[src/rtl/bits2bytes_stream.sv]
// -----------------------------------------------------------------------------
// bits2bytes_stream
//
// Packs a stream of d-bit symbols (d chosen per packet, 1..IN_W) LSB-first
// into a bit accumulator and emits OUT_BYTES-wide byte beats. When the last
// symbol of a packet has been accepted, the residue is flushed as a final
// beat, zero-padded to a byte boundary, with the number of valid bytes.
//
// Ports:
//   clk_i         clock, rising edge
//   rst_i         synchronous reset, active-high
//   d_i           symbol width for the current packet (0 or >IN_W -> IN_W)
//   in_valid_i    input symbol valid
//   in_ready_o    input ready (registered state only)
//   in_data_i     symbol; bits above d are ignored
//   in_last_i     last symbol of packet
//   out_valid_o   output beat valid
//   out_ready_i   output ready
//   out_data_o    packed bytes, byte i = out_data_o[8i+:8]
//   out_nbytes_o  number of valid bytes in the beat
//   out_last_o    final beat of packet
// -----------------------------------------------------------------------------
module bits2bytes_stream #(
    parameter int IN_W      = 12,
    parameter int OUT_BYTES = 4
) (
    input  logic                           clk_i,
    input  logic                           rst_i,
    input  logic [3:0]                     d_i,
    input  logic                           in_valid_i,
    output logic                           in_ready_o,
    input  logic [IN_W-1:0]                in_data_i,
    input  logic                           in_last_i,
    output logic                           out_valid_o,
    input  logic                           out_ready_i,
    output logic [OUT_BYTES*8-1:0]         out_data_o,
    output logic [$clog2(OUT_BYTES+1)-1:0] out_nbytes_o,
    output logic                           out_last_o
);

    localparam int OUT_W = OUT_BYTES * 8;
    localparam int ACC_W = OUT_W + IN_W;
    localparam int CNT_W = $clog2(ACC_W + 1);
    localparam int NB_W  = $clog2(OUT_BYTES + 1);

    localparam logic [CNT_W:0]   ROOM_MAX = (CNT_W + 1)'(ACC_W);
    localparam logic [CNT_W-1:0] BEAT_BITS = CNT_W'(OUT_W);

    // Out-of-range widths fall back to the full symbol width.
    function automatic logic [CNT_W-1:0] eff_width(input logic [3:0] d);
        if (d == 4'd0 || int'(d) > IN_W) begin
            return CNT_W'(IN_W);
        end
        return CNT_W'(d);
    endfunction

    // Number of bytes needed to hold c bits.
    function automatic logic [NB_W-1:0] ceil_bytes(input logic [CNT_W-1:0] c);
        logic [CNT_W:0] t;
        t = {1'b0, c} + (CNT_W + 1)'(7);
        return NB_W'(t >> 3);
    endfunction

    logic [ACC_W-1:0] acc_q, acc_d;
    logic [CNT_W-1:0] cnt_q, cnt_d;
    logic             flush_q, flush_d;

    logic [CNT_W-1:0] d_eff;
    logic [CNT_W:0]   room_sum;
    logic             full_beat;
    logic             pop;
    logic             accept;
    logic [ACC_W-1:0] acc_pop;
    logic [CNT_W-1:0] cnt_pop;
    logic             flush_pop;
    logic [IN_W-1:0]  sym_mask;

    assign d_eff    = eff_width(d_i);
    assign room_sum = {1'b0, cnt_q} + {1'b0, d_eff};

    // Ready looks only at registered state, so a symbol is accepted only if it
    // fits even when no pop happens this cycle.
    assign in_ready_o = !flush_q && (room_sum <= ROOM_MAX);

    assign full_beat    = (cnt_q >= BEAT_BITS);
    assign out_valid_o  = full_beat || (flush_q && cnt_q != '0);
    assign out_data_o   = acc_q[OUT_W-1:0];
    assign out_nbytes_o = !out_valid_o ? '0 :
                          full_beat    ? NB_W'(OUT_BYTES) : ceil_bytes(cnt_q);
    // A full beat ends the packet only when it drains the accumulator exactly;
    // a partial beat can only exist while flushing.
    assign out_last_o   = flush_q && (full_beat ? (cnt_q == BEAT_BITS) : (cnt_q != '0));

    assign pop    = out_valid_o && out_ready_i;
    assign accept = in_valid_i && in_ready_o;

    always_comb begin
        acc_pop   = acc_q;
        cnt_pop   = cnt_q;
        flush_pop = flush_q;

        // Pop first; a non-last pop is always a full beat.
        if (pop) begin
            if (out_last_o) begin
                acc_pop   = '0;
                cnt_pop   = '0;
                flush_pop = 1'b0;
            end else begin
                acc_pop = acc_q >> OUT_W;
                cnt_pop = cnt_q - BEAT_BITS;
            end
        end

        sym_mask = {IN_W{1'b1}} >> (CNT_W'(IN_W) - d_eff);

        acc_d   = acc_pop;
        cnt_d   = cnt_pop;
        flush_d = flush_pop;

        // Append at the post-pop fill level so a pop and accept can share a cycle.
        if (accept) begin
            acc_d = acc_pop | (ACC_W'(in_data_i & sym_mask) << cnt_pop);
            cnt_d = cnt_pop + d_eff;
            if (in_last_i) begin
                flush_d = 1'b1;
            end
        end
    end

    always_ff @(posedge clk_i) begin
        if (rst_i) begin
            acc_q   <= '0;
            cnt_q   <= '0;
            flush_q <= 1'b0;
        end else begin
            acc_q   <= acc_d;
            cnt_q   <= cnt_d;
            flush_q <= flush_d;
        end
    end

endmodule
[config.mk]
export PLATFORM = sky130hd
export DESIGN_NAME = bits2bytes_stream
export DESIGN_NICKNAME = d
export VERILOG_FILES = /design/src/rtl/bits2bytes_stream.sv
export SDC_FILE = /design/constraint.sdc
export NUM_CORES = 1
export LEC_CHECK = 0
export CAP_MARGIN = 20
export CELL_PAD_IN_SITES_DETAIL_PLACEMENT = 1
export CELL_PAD_IN_SITES_GLOBAL_PLACEMENT = 1
export CORE_AREA = 2 2 99 101
export CTS_CLUSTER_SIZE = 28
export DETAILED_ROUTE_END_ITERATION = 10
export DIE_AREA = 0 0 101 103
export DONT_BUFFER_PORTS = 1
export PLACE_DENSITY_LB_ADDON = 0.1
export SYNTH_ARGS = -nofsm -noshare
export SYNTH_HDL_FRONTEND = slang
export SYNTH_SLANG_ARGS = --single-unit
[constraint.sdc]
create_clock -name clk_i -period 4.05 [get_ports clk_i]
set_clock_uncertainty 0.1 [all_clocks]
set_input_delay 0.81 -clock clk_i [delete_from_list [all_inputs] [get_ports clk_i]]
set_output_delay 0.81 -clock clk_i [all_outputs]
set_load 0.01 [all_outputs]
After elaboration in Yosys (flattened, before gate mapping). Cells that the tools add are included.

Add/subtract/negate cells: 5. $mul: 0. Div/mod/pow operators: 0. $lt $le $gt $ge: 3. Equal/unequal tests: 1. Shift operators: 2. Multiplexer cells: 16. Bitwise operators: 2. Reductions and logical operators: 10.

Operators with widths (number): two-way mux 44 bit (2); OR 44 bit (1); << shifter 12 x 6 -> 44 bit (1); two-way mux 6 bit (5); AND 12 bit (1); two-way mux 12 bit (1); right shift 12 x 6 -> 12 bit, first input constant (1); adder 6 x 6 -> 7 bit (1); <= comparator 7 x 6 -> 1 bit, second input constant (1); adder 6 x 3 -> 6 bit, second input constant (1); adder 6 bit (1); equality test 6 bit, second input constant (1); >= comparator 6 bit, second input constant (1); two-way mux 1 bit (6); two-way mux 3 bit (2); nonzero test 6 bit (1); subtractor 4 x 6 -> 6 bit, first input constant (1); subtractor 6 bit, second input constant (1); logical AND 1 bit (5); > comparator 4 bit, second input constant (1); logical NOT 4 bit (1); logical OR 1 bit (2); logical NOT 1 bit (1).

Register bits after elaboration: 51. Bits in latches: 0. Memory bits (writable): 0. Memory bits (read-only): 0. Input bits: 21. Output and inout port bits: 38. Word-level logic and storage cells: 42. Memories kept: 0.

Depth between registers and ports, before layout.
Depth after elaboration: 10. Mapped depth: 17. Mapped depth without buffers: 13.

Worst setup path after synthesis. OpenSTA, ideal clock, no wires.

Path type: input port to flip-flop. From: in d_i[3]. To: reg cnt_q[2]. Library setup time: 0.128 ns. Data arrival time: 3.650 ns. Required time: 3.822 ns. Setup slack: 0.172 ns. Cell stages on the path: 16. Buffers on the path: 4. Path through: buf_2 -> clkbuf_1 -> a21bo_2 -> inv_1 -> ha_1 -> inv_1 -> fa_1 -> xor2_1 -> a2111oi_0 -> o211ai_1 -> nand3_1 -> buf_1 -> clkbuf_1 -> nor3_1 -> a21oi_1 -> nor2_1.

Word-level cells in the longest chain between the ends: 9. Elaborated cells on any way between the ends: 11. Classes of those cells: add/sub (2); order compare (2); mux (3); reduce/logical (4).

Ends and longest elaborated chain: start: declaration (line 29) `input logic [3:0] d_i,`; > comparator 4 bit / logical NOT 4 bit (equally long branches) (line 51) `if (d == 4'd0 || int'(d) > IN_W) begin`; logical OR 1 bit (line 51); two-way mux 1 bit (line 51); two-way mux 6 bit (*) (line 54) `return CNT_W'(d);`; adder 6 x 6 -> 7 bit (line 79) `assign room_sum = {1'b0, cnt_q} + {1'b0, d_eff};`; <= comparator 7 x 6 -> 1 bit (line 83) `assign in_ready_o = !flush_q && (room_sum <= ROOM_MAX);`; logical AND 1 bit (line 83); logical AND 1 bit (line 95) `assign accept = in_valid_i && in_ready_o;`; two-way mux 6 bit (*) (line 121) `if (accept) begin`; end signal: assignment (line 137) `cnt_q <= cnt_d;`; end: declaration (line 65) `logic [CNT_W-1:0] cnt_q, cnt_d;`.

Mark *: on every way between the ends. The rest lies on a longest branch, timed or not. A chain may end at the register's enable or synchronous reset.

Worst setup path in the final report.
From: in d_i[0]. To: out in_ready_o.

Word-level cells in the longest chain between the ends: 7. Elaborated cells on any way between the ends: 8. Classes of those cells: add/sub (1); order compare (2); mux (2); reduce/logical (3).

Ends and longest elaborated chain: > comparator 4 bit / logical NOT 4 bit (equally long branches) (line 51); logical OR 1 bit (line 51); two-way mux 1 bit (line 51); two-way mux 6 bit (*) (line 54); adder 6 x 6 -> 7 bit (*) (line 79); <= comparator 7 x 6 -> 1 bit (*) (line 83); logical AND 1 bit (*) (line 83); end: declaration (line 31) `output logic in_ready_o,`.

Marks and branches as above.

==> flow_summary.toml <==
[logic_synthesis]
syn_area_mm2 = 0.003931
ys.flop_type = "dfxtp_1"
synth_top_area_share_pct = 25.97
yosysMostFrequentCell = "nand2_1"
synth_top_family_by_area = "compound AO/OA/AOI/OAI gates"
synthCells = 518
muxShareOfSynthArea_pct = 3.183
synth_simple_gate_area_share_pct = 23.42
async_reset_ff_share_pct = 0
synthTopCellsByArea = "dfxtp_1, buf_4, nand2_1, o21ai_0, nor2_1"
synth_edf_count = 0
synth_common_cells = "nand2_1, dfxtp_1, nor2_1"
synth_area_leader_cell = "dfxtp_1"
ys_types = 73
ys_seq_area_share_pct = 25.97
synth_compound_area_share_pct = 30.20
avgSynthCellArea_um2 = 7.589
synth_warnings = 0
synth_fa_ha_area_share_pct = 4.201
synth_nets = 551
ys_seq_elements = 51
synth_xor_area_share_pct = 1.560

[clock_tree]
cts_setup_buffers = 0
postCtsHoldBufs = 0
path_clk_slew_ns = 0.09
clk_path_buf_depth = 2
cts_num_sinks = 51
root_buffer = "clkbuf_8"
clk_latency_ns = 0.32
post_cts_resize_count = 0
cts_inserted_buffers = 5
htreeDepth = 2
tritoncts = "done"

[final_layout]
multiInputGateArea_mm2 = 0.002460
n_antenna_cell = 0
seq_area_mm2 = 0.001021
layout.nets = 509
final_layout_size_suffix_gt1_share_pct = 7.563
area_growth_pct = -0.7321
fillCellCount = 1165
instances_no_fill = 590

[critical_path]
critPathTopFamily = "compound AO/OA/AOI/OAI gates"
crit_fanout = 14
crit_path_frequent_cell = "a21oi_1"
critPathCaptureType = "output port"
slowest_delay_ns = 0.50
startpoint_type = "input pin"
arrival_ns = 2.85
crit_chain = "or3_1 > nand2_1 > ha_1 > a21oi_1 > a21oi_1 > a2111oi_0 > o211ai_1 > and2_1"
crit_required_ns = 3.14
slowest_stage = "a2111oi_0"
path_class = "input pin to output port"
cp_num_buf_inv = 0

[floorplan]
die_h_um = 103
row_count = 36
fp.dieArea_mm2 = 0.01040
ioPinCount = 59
coreArea_mm2 = 0.009459
initial_utilization_pct = 41.56
die_w_um = 101

[run]
maxCapViolations = 0

[sta]
slew_headroom_pct = 33.05
setup-violations-final = 0
fin_crit_ns = 3.760
clock.fmax_mhz = 265.9
fin_crit_sh_pct = 92.85
rsz0062_at_grt = "false"
slew_violations = 0
tns_ns = 0
worstMarginPinSlew_ns = 1.001
hold_violations = 0

[route]
viasPerCell = 6.407
postRouteAntennaNets = 0
drt_wl_total_um = 12900
wl_per_cell_um = 21.86
drt_iter0_markers = 180
drc = 0
drt-pass1-iter-count = 5
dr_total_vias = 3780

[power]
leakage_nw = 1.451
seqPwrFrac_pct = 43.7
comb_power_share_pct = 31.8
power_density_mw_per_mm2 = 326.7
p_int_mw = 0.8047
p_sw_share_pct = 36.87
p_sw_mw = 0.4700
peakVddDrop_mv = 0.1768
clkPwrFrac_pct = 24.5

[placed_design]
dp_hpwl_um = 9608
io_buffers = 0
gp_congestion = 0.9111
dp.cells = 583

[outcome]
outcome = "finished clean"

[global_route]
grt_pass1_vias = 3737
antenna_found_initial = 0
grt_util_all_layers_pct = 25.25
grt_overflow = 0
grt_max_degree = 40
grt_pass1_wl_um = 20730

[hold_path]
hold_path_class = "register to register"
## routing by layer
layer	track usage, %	vias up	part of all wire [%]
li1	-	1806	-
met1	36.37	1859	48
met2	39.79	103	44
met3	4.475	12	6.1
met4	4.886	0	1.0
met5	0	-	0
## final cells by class
cell class	count	share of cell area [%]
well taps	114	3.655
multi-input cells	383	63.03
inverters	19	1.828
flip-flops and latches	51	26.16
clock inverters	1	0.1282
clock buffers	6	2.116
repair buffers	16	3.078
## tightest hold or removal path, delay by kind of cell, from the launching register on
kind | cells | cell delay (ns)
AO/OA/AOI/OAI | 1 | 0.06
AND/OR/NAND/NOR | 1 | 0.05
flip-flops | 1 | 0.34
## final timing paths
kind / to / cells past startpoint / startpoint / slack (ns)
min: acc_q[43] / 2 / acc_q[43] / 0.38
min reg2reg: acc_q[43] / 2 / acc_q[43] / 0.38
max reg2reg: acc_q[39] / 9 / flush_q / 0.87
max: in_ready_o / 8 / d_i[0] / 0.29
## cells in the final DEF, fill, tap and decap left out, types with 6 or more instances in the layout
cell type and count:
a32oi_1 8, a21o_1 6, nand2b_1 10, clkbuf_8 6, or3_1 6, nor3_1 14, a21oi_1 29, a221oi_1 6
a222oi_1 7, o22ai_1 9, buf_4 16, a22oi_1 15, inv_1 17, nor2_1 43, mux2i_1 8, dfxtp_1 51
o21ai_0 34, nand3_1 19, o211ai_1 6, nand2_1 52, ha_1 10
## through the flow
stage | util [%] | power, mW | area [um^2] | setup WS, ns | hold slack (ns)
after global placement | 40.33 | 0.9633 | 3815 | 0.2270 | 0.3501
after global routing | 41.26 | 1.348 | 3902 | 0.05372 | 0.4248
final | 41.26 | 1.275 | 3902 | 0.2895 | 0.3807
after detailed placement | 40.33 | 0.9692 | 3815 | 0.1299 | 0.3516
after CTS | 41.26 | 1.281 | 3902 | 0.2839 | 0.3745
after floorplan | - | 0.8834 | 3931 | 0.1724 | 0.3259
## power by group through the flow
| stage | sequential (mW) | combinational (mW) | clock [mW] |
|---|---|---|---|
| floorplan | 0.549 | 0.335 | 0 |
| global placement | 0.569 | 0.395 | 0 |
| detailed placement | 0.569 | 0.400 | 0 |
| CTS | 0.558 | 0.402 | 0.321 |
| global route | 0.561 | 0.448 | 0.339 |
| finish | 0.557 | 0.405 | 0.313 |
## flip-flops by register name, indices dropped and copies added, names as in the netlist
register and flops:
acc_q 44, cnt_q 6, flush_q 1
## logic make-up after synthesis
group | after synthesis
AOI/OAI and AO/OA | 165
xor gates and xnor gates | 7
adders and majority gates | 12
buffers and inverters | 84
DFF | 51
muxes | 12
and+or+nand+nor | 187
Power figures use the tool's default switching activity.
==> RTL change, RTL diff (same settings) <==
Set the parameter `IN_W` to 18 (it was 12).
--- a/src/rtl/bits2bytes_stream.sv
+++ b/src/rtl/bits2bytes_stream.sv
@@ -23,3 +23,3 @@
 module bits2bytes_stream #(
-    parameter int IN_W      = 12,
+    parameter int IN_W      = 18,
     parameter int OUT_BYTES = 4
Interface: changed (resized in_data_i); port bits go from 59 to 65. No check against the original RTL was run, so the function may have changed too.
==> RTL change against the unedited design <==
Sequential cell count rose by 6. Cell count increased by 21%. Routed wire length up 33%. Fmax down 6.6%. Cell area rose by 28%. Area after synthesis is 23% higher. Setup slack worse by 0.26 ns. Global-route usage rose by 8.1 points. Total power rose by 47%. Critical endpoint unchanged. Critical path depth unchanged.
==> RTL change: results (changes against the unedited design) <==
htreeDepth: 3  # +1
placed_area_mm2: 0.00475  # +24%
drtIter0Drc: 393  # +120%
leakage_nw: 1.84  # +27%
r2r_slack_ns: 0.79  # -0.08 ns
dr.pass1.iters: 6  # +1
final_nets: 633  # +24%
vias: 4986  # +32%
grt_pass1_vias: 4891  # +31%
synth_nets: 679  # +23%
grt_usage: 0.333  # +0.0808
path_max_fanout: 13  # -1
power.density_mw_per_mm2: 378  # +16%
p_seq_uw: 644  # +16%
fillCellCount: 1188  # +2.0%
post_cts_buffers: 0  # unchanged
dp.cells: 697  # +20%
yosysSeqAreaShare: 0.237  # -0.0232
grt_pass1_wl_um: 26800  # +29%
insertion_delay_ns: 0.35  # +0.03 ns
p_int_mw: 1.16  # +44%
worstHoldEndpoint: "acc_q[49]"
finish.cell_count_without_fillers: 713  # +21%
wl_met3_um: 1270  # +60%
clkTransAtPathRegs_ns: 0.08
cp_top_family: "simple AND/OR/NAND/NOR gates"
gp_congestion: 0.916  # +0.49%
wl_met1_um: 7340  # +18%
wl_met2_um: 7960  # +39%
min_from: "acc_q[49]"
drt-total-wl_um: 17100  # +33%
worst_path_largest_cell_delay_ns: 0.54  # +0.04 ns
dp_hpwl_um: 12600  # +32%
layout-drive-gt1-share: 0.119  # +0.0429
status: "finished clean"
max-vdd-ir-drop_mv: 0.211  # +20%
worst_r2r_startpoint: "cnt_q[0]"
reg2reg_depth: 10  # +1
crit_slowest_cell: "or4_4"
synth_commonest_cells: "nand2_1 (69), dfxtp_1 (57), nor2_1 (44)"
top_regs: "acc_q: 50 flops, cnt_q: 6 flops, flush_q: 1 flops"
ys_top_cells_by_area: "dfxtp_1 (24%), nand2_1 (5.4%), buf_4 (5.0%)"
cts_made_buffers: 9  # +4
p_comb_uw: 606  # +50%
synth.distinct_cells: 80  # +9.6%
hold_slack_ns: 0.389  # +0.00781 ns
## RTL change: cell count changes in the layout (fill, tap and decap cells not counted), sizes merged, moves of 5 or more
cell,unedited run,this run
a31oi,3,8
o21ai,36,47
nand2,52,70
a32oi,8,3
buf,16,26
o22ai,9,21
o211ai,6,19
dfxtp,51,57
a22oi,15,31
## RTL change: layout make-up
class / count / share of cell area
Tap cell: 114 / 0.0287
Timing Repair Buffer: 26 / 0.0417
Multi-Input combinational cell: 483 / 0.642
Clock inverter: 7 / 0.0206
Sequential cell: 57 / 0.229
Clock buffer: 9 / 0.0249
Inverter: 17 / 0.0128
## RTL change: kinds of logic after synthesis
kind of cell	share of synthesized area
buf+inv	0.109
flops	0.237
fa+ha+maj	0.0342
simple gates	0.208
mux	0.0399
compound gates	0.355
xor+xnor	0.0163
## RTL change: routing by layer
layer,up-vias,GRT usage
met5,-,0
met3,39,0.0698
li1,2303,-
met1,2448,0.431
met2,196,0.554
met4,0,0.114
## RTL change: worst max path at each step
stage / endpoint / slack (ns) / depth (start not counted) / start
final: in_ready_o / 0.03 / 8 / d_i[0]
after global routing: in_ready_o / -0.05 / 8 / d_i[0]
after CTS: in_ready_o / 0.02 / 8 / d_i[0]
after detailed placement: in_ready_o / 0.02 / 8 / d_i[0]
after global placement: in_ready_o / 0.06 / 8 / d_i[0]
after floorplan: in_ready_o / 0.04 / 10 / d_i[3]
## RTL change: worst register-to-register path: cells and delay by family (launching register included)
family	cells	cell delay (ns)
flip-flops	1	0.32
XOR/XNOR	1	0.20
adder cells (fa/ha/maj)	2	0.72
buffers and inverters	1	0.20
AND/OR/NAND/NOR	1	0.38
AO/OA/AOI/OAI	5	1.28
## RTL change: timing repair
item / 4_1_cts / 5_1_grt
resized for setup: 0 / 0
setup endpoints to repair: 0 / 1
hold endpoints to repair: 0 / 0
